File: src/rtl/fetch_stage.sv
// LEGv8 instruction-fetch stage with IF/ID pipeline register.
// Keeps one outstanding request on a latency-tolerant imem port.
// A one-entry skid buffer catches a response that arrives while decode is stalled.
// Branch redirects flush IF/ID and the skid, and any in-flight response is dropped.
module fetch_stage #(
    parameter logic [63:0] RESET_PC = 64'h0
) (
    input  logic        clk,
    input  logic        rst_n,
    output logic        imem_req,
    output logic [63:0] imem_addr,
    input  logic        imem_gnt,
    input  logic        imem_rvalid,
    input  logic [31:0] imem_rdata,
    input  logic        stall,
    input  logic        branch_taken,
    input  logic [63:0] branch_target,
    output logic        if_id_valid,
    output logic [63:0] if_id_pc,
    output logic [31:0] if_id_instr,
    output logic [10:0] if_id_opcode
);

    localparam int unsigned XLEN  = 64;
    localparam int unsigned ILEN  = 32;
    localparam int unsigned OPW   = 11;
    localparam int unsigned STEP  = 4;

    // REQ: may issue; WAIT: response kept; DRAIN: response dropped
    typedef enum logic [1:0] {
        S_REQ   = 2'd0,
        S_WAIT  = 2'd1,
        S_DRAIN = 2'd2
    } state_t;

    state_t            state_q, state_d;
    logic [XLEN-1:0]   pc_q, pc_d;
    logic [XLEN-1:0]   fetch_pc_q, fetch_pc_d;
    logic              skid_valid, skid_valid_d;
    logic [XLEN-1:0]   skid_pc, skid_pc_d;
    logic [ILEN-1:0]   skid_instr, skid_instr_d;
    logic              valid_d;
    logic [XLEN-1:0]   id_pc_d;
    logic [ILEN-1:0]   id_instr_d;
    logic              take_data;

    // Request is combinational so a redirect suppresses issue in the same cycle
    assign imem_req     = rst_n && (state_q == S_REQ) && !skid_valid && !branch_taken;
    assign imem_addr    = pc_q;
    assign if_id_opcode = if_id_instr[ILEN-1 -: OPW];

    // Next-state: redirect first, then fetch FSM, then IF/ID / skid movement
    always_comb begin
        state_d      = state_q;
        pc_d         = pc_q;
        fetch_pc_d   = fetch_pc_q;
        skid_valid_d = skid_valid;
        skid_pc_d    = skid_pc;
        skid_instr_d = skid_instr;
        valid_d      = if_id_valid;
        id_pc_d      = if_id_pc;
        id_instr_d   = if_id_instr;
        take_data    = 1'b0;

        if (branch_taken) begin
            valid_d      = 1'b0;
            skid_valid_d = 1'b0;
            pc_d         = branch_target;
            if (state_q != S_REQ && imem_rvalid) begin
                state_d = S_REQ;
            end else if (state_q == S_WAIT) begin
                state_d = S_DRAIN;
            end
        end else begin
            case (state_q)
                S_REQ: begin
                    if (imem_req && imem_gnt) begin
                        fetch_pc_d = pc_q;
                        pc_d       = pc_q + XLEN'(STEP);
                        state_d    = S_WAIT;
                    end
                end
                S_WAIT: begin
                    if (imem_rvalid) begin
                        take_data = 1'b1;
                        state_d   = S_REQ;
                    end
                end
                S_DRAIN: begin
                    if (imem_rvalid) begin
                        state_d = S_REQ;
                    end
                end
                default: state_d = S_REQ;
            endcase

            if (take_data) begin
                if (!if_id_valid || !stall) begin
                    valid_d    = 1'b1;
                    id_pc_d    = fetch_pc_q;
                    id_instr_d = imem_rdata;
                end else begin
                    skid_valid_d = 1'b1;
                    skid_pc_d    = fetch_pc_q;
                    skid_instr_d = imem_rdata;
                end
            end else if (!if_id_valid || !stall) begin
                if (skid_valid) begin
                    valid_d      = 1'b1;
                    id_pc_d      = skid_pc;
                    id_instr_d   = skid_instr;
                    skid_valid_d = 1'b0;
                end else begin
                    valid_d = 1'b0;
                end
            end
        end
    end

    // State, PC, skid and IF/ID registers with synchronous reset
    always_ff @(posedge clk) begin
        if (!rst_n) begin
            state_q     <= S_REQ;
            pc_q        <= RESET_PC;
            fetch_pc_q  <= '0;
            skid_valid  <= 1'b0;
            skid_pc     <= '0;
            skid_instr  <= '0;
            if_id_valid <= 1'b0;
            if_id_pc    <= '0;
            if_id_instr <= '0;
        end else begin
            state_q     <= state_d;
            pc_q        <= pc_d;
            fetch_pc_q  <= fetch_pc_d;
            skid_valid  <= skid_valid_d;
            skid_pc     <= skid_pc_d;
            skid_instr  <= skid_instr_d;
            if_id_valid <= valid_d;
            if_id_pc    <= id_pc_d;
            if_id_instr <= id_instr_d;
        end
    end

endmodule

File: config.mk
export PLATFORM = sky130hd
export DESIGN_NAME = fetch_stage
export DESIGN_NICKNAME = d
export VERILOG_FILES = /design/src/rtl/fetch_stage.sv
export SDC_FILE = /design/constraint.sdc
export NUM_CORES = 1
export LEC_CHECK = 0
export CORE_UTILIZATION = 40
export CTS_CLUSTER_SIZE = 12
export DETAILED_ROUTE_END_ITERATION = 6
export PLACE_DENSITY = 0.76
export SYNTH_ARGS = -nofsm -noshare
export SYNTH_HDL_FRONTEND = slang
export SYNTH_SLANG_ARGS = --single-unit
export TNS_END_PERCENT = 5
File: constraint.sdc
create_clock -name clk -period 2.16 [get_ports clk]
set_input_delay 0.648 -clock clk [delete_from_list [all_inputs] [get_ports clk]]
set_output_delay 0.648 -clock clk [all_outputs]
set_load 0.005 [all_outputs]
==> out/results.txt <==
outcome - finished, final reports clean
power share of the clock group - 42.8%
final setup violation count - 0
Rows - 67
Wirelength per Cell - 17.6 um
Vias/cell - 5.60
number of routed nets with antenna violations - 0
Post-synth EDFFs - 0
Cell Count, Final, Fillers Out - 2517
nets - 2152
fill count - 2980
hold path start - skid_pc[17]
Num CTS Buffers - 36
hold slack - 0.451 ns
Longest Clk Path Bufs - 3
register area share after synthesis - 47.5%
cell mode on critical path - buf_6
FF-to-FF Start - state_q[0]
TritonCTS clock tree - yes
remaining global-route overflow - 0
share of cells above drive strength 1 - 13.1%
Mapped Nets - 1865
Hold WC Path Type - flop to flop
Critical Path RT - 1.51 ns
routed via count - 14100
RSZ-0062 raised after global routing - true
syn_area_per_cell - 7.75 sq um
first-pass GRT wire length - 69700 um
Pleak - 6.52 nW
hold endpoint - skid_pc[17]
Worst path top cell family by delay - flip-flops
R2R cell count - 9
ys async rst share - 0%
Max Cap Violations - 0
P_sw - 0.00340 W
Tmin final - 2.14 ns
DP HPWL - 29600 um
initial DRC count - 1142
synth-to-layout area growth - 39.0%
Pint - 0.0103 W
PortBufs - 274
Total Neg Setup Slack - 0 ns
pin count of the biggest net entering global routing - 99
vias in the first global route - 13000
Clock transition at path regs - 0.06 ns
Buf/Inv on CP - 3
hold path cells - 2
Post-synth top cells - 464 x nand2_1, 324 x dfxtp_1, 214 x a21oi_1, 142 x nor2_1, 118 x clkbuf_1
pwr dens - 723 nW/um^2
Synth top area share - 47.5%
DRC violations left - 0
peak supply drop - 0.450 mV
crit start category - flop
final WL - 44300 um
Worst EP arrival - 1.49 ns
length of the first detailed-routing pass in iterations - 7
R2R Setup Slk - 0.10 ns
Logic pwr share - 11.6%
max-slew violations - 0
Root Driver - clkbuf_16
Yosys cell types - 59
slowest CP cell - dfxtp_2
Clock Sinks - 324
# placed instances - 2449
GRT Total Usage - 24.2%
Die Ht - 187 um
CP Max Fanout - 2
worst-margin pin slew - 0.560 ns
Post-Route Utilization - 56.6%
Post-synth top flop - dfxtp_1
area leader, netlist - dfxtp_1
synth top area cells - dfxtp_1 48%, nand2_1 13%, a21oi_1 7.8%, a311oi_1 6.2%, nand3_1 4.3%
later-pin clock latency in the skew report - 0.53 ns
delay of the slowest critical-path stage - 0.32 ns
# IOs - 275
Fin. Hold Viols - 0
Syn. warnings - 0
switching part of the total - 24.8%
# H-tree levels - 2
initial antenna violation count - 3
dominant cell by count in the synthesized netlist - nand2_1
Starting Density - 40.7%
Final Cycle Share - 99.1%
# hold bufs at CTS - 0
CP Class - flop to primary output
CP Capture Type - primary output
Critical Path, Cell by Cell - inv_2 > ha_4 > nor3b_4 > buf_6 > buf_6
reg2reg end - imem_addr[33]
skew final - 0.0277 ns
Cells after Synth - 1760
FMAX - 0.467 GHz
width of the die - 187 um
RePlAce Congestion - 0.879
Rel. slew slack - 62.6%
Core Area - 33500 sq um
sequential fraction of design power - 45.7%
total die area - 34900 sq um
synthesized cell area - 13600 sq um
Synth Register Bits - 324
[cell type report]
| type | count | area, sq um | area share, % |
|---|---|---|---|
| clock buffers | 47 | 1010 | 5.34 |
| flip-flops and latches | 324 | 6550 | 34.5 |
| repair buffers | 410 | 4130 | 21.8 |
| inverters | 9 | 41.3 | 0.218 |
| well taps | 448 | 561 | 2.95 |
| clock inverters | 11 | 93.8 | 0.495 |
| diodes | 2 | 5.00 | 0.0264 |
| multi-input cells | 1266 | 6570 | 34.6 |
[through the flow]
step / worst slack (ns) / cell area, sq um / power, W
after floorplan: -0.0303 / 13600 / 0.00700
after global placement: -0.682 / 17500 / 0.00789
after detailed placement: -0.673 / 17500 / 0.00792
after CTS: -0.102 / 18800 / 0.0138
after global routing: -0.0366 / 19000 / 0.0142
final: 0.0195 / 19000 / 0.0137
[logic make-up (layout without fill, tap and decap cells)]
family | Yosys count | in the layout | share of synthesized area (%)
AND/OR/NAND/NOR | 831 | 831 | 26.4
AO/OA/AOI/OAI | 393 | 393 | 18.0
flip-flops | 324 | 324 | 47.5
buffers and inverters | 170 | 477 | 5.24
XOR/XNOR | 36 | 36 | 2.31
adder cells (fa/ha/maj) | 3 | 3 | 0.275
multiplexers | 3 | 3 | 0.229
other | 0 | 2 | 0
[flip-flops by register name, summed over array words and instances (netlist names)]
signal	flops
fetch_pc_q	64
if_id_instr	32
if_id_pc	64
if_id_valid	1
imem_addr	64
skid_instr	32
skid_pc	64
skid_valid	1
state_q	2
[routing by layer]
metal  track usage, %  part of all wire (%)
met5                0                 0.038
met4             8.67                   2.8
met3             4.14                   8.1
met2             39.6                    47
met1             32.2                    42
[what timing repair did]
action / 4_1_cts / 5_1_grt
buffers inserted: 7 / 3
pin swaps: 5 / 7
resized for setup: 91 / 48
cloned: 0 / 1
endpoints found under the setup margin: 51 / 49
hold endpoints to repair: 0 / 0
[how the worst max path moves through the flow]
| stage | startpoint | to | slack, ns | cells past startpoint |
|---|---|---|---|---|
| 5_1_grt | state_q[0] | imem_req | -0.04 | 5 |
| 2_1_floorplan | branch_taken | imem_addr[33] | -0.03 | 7 |
| 6_report | state_q[0] | imem_req | 0.02 | 5 |
| 3_3_place_gp | rst_n | imem_req | -0.68 | 5 |
| 4_1_cts | state_q[1] | imem_req | -0.10 | 5 |
| 3_5_place_dp | rst_n | imem_req | -0.67 | 5 |
[worst reg2reg max path: cells and delay by family, from the launching register on]
family | cells | cell delay, ns
simple gates | 4 | 0.91
compound gates | 2 | 0.38
flops | 1 | 0.32
buf+inv | 2 | 0.20
fa+ha+maj | 1 | 0.14
[power groups by stage]
| stage | registers, W | clock network, W | logic [W] |
|---|---|---|---|
| 3_3_place_gp | 0.00637 | 0 | 0.00151 |
| 6_report | 0.00626 | 0.00587 | 0.00159 |
| 4_1_cts | 0.00626 | 0.00596 | 0.00157 |
| 3_5_place_dp | 0.00638 | 0 | 0.00154 |
| 5_1_grt | 0.00628 | 0.00621 | 0.00170 |
| 2_1_floorplan | 0.00641 | 0 | 0.000593 |
[placed cells by master, fill, tap and decap left out, drive strengths merged, types with 3 or more instances in the layout]
cell type | synthesis | final
a31oi | 9 | 9
dfxtp | 324 | 324
nor2 | 142 | 142
buf | 42 | 139
nand2 | 464 | 464
ha | 3 | 3
xnor2 | 30 | 30
clkdlybuf4s50 | 0 | 229
clkbuf | 119 | 48
a21oi | 214 | 214
and3 | 24 | 24
nand4 | 20 | 20
xor2 | 6 | 6
o21a | 4 | 4
nand3 | 118 | 118
o211ai | 4 | 4
o21ai | 31 | 31
a211oi | 8 | 8
nor3 | 21 | 21
a311oi | 96 | 96
and2 | 4 | 4
dlymetal6s2s | 0 | 20
nand2b | 3 | 3
o22ai | 11 | 11
inv | 9 | 11
clkinv | 0 | 7
or3 | 3 | 3
and4 | 7 | 7
dlygate4sd2 | 0 | 21
nor4 | 16 | 16
(Power assumes the default switching activity.)
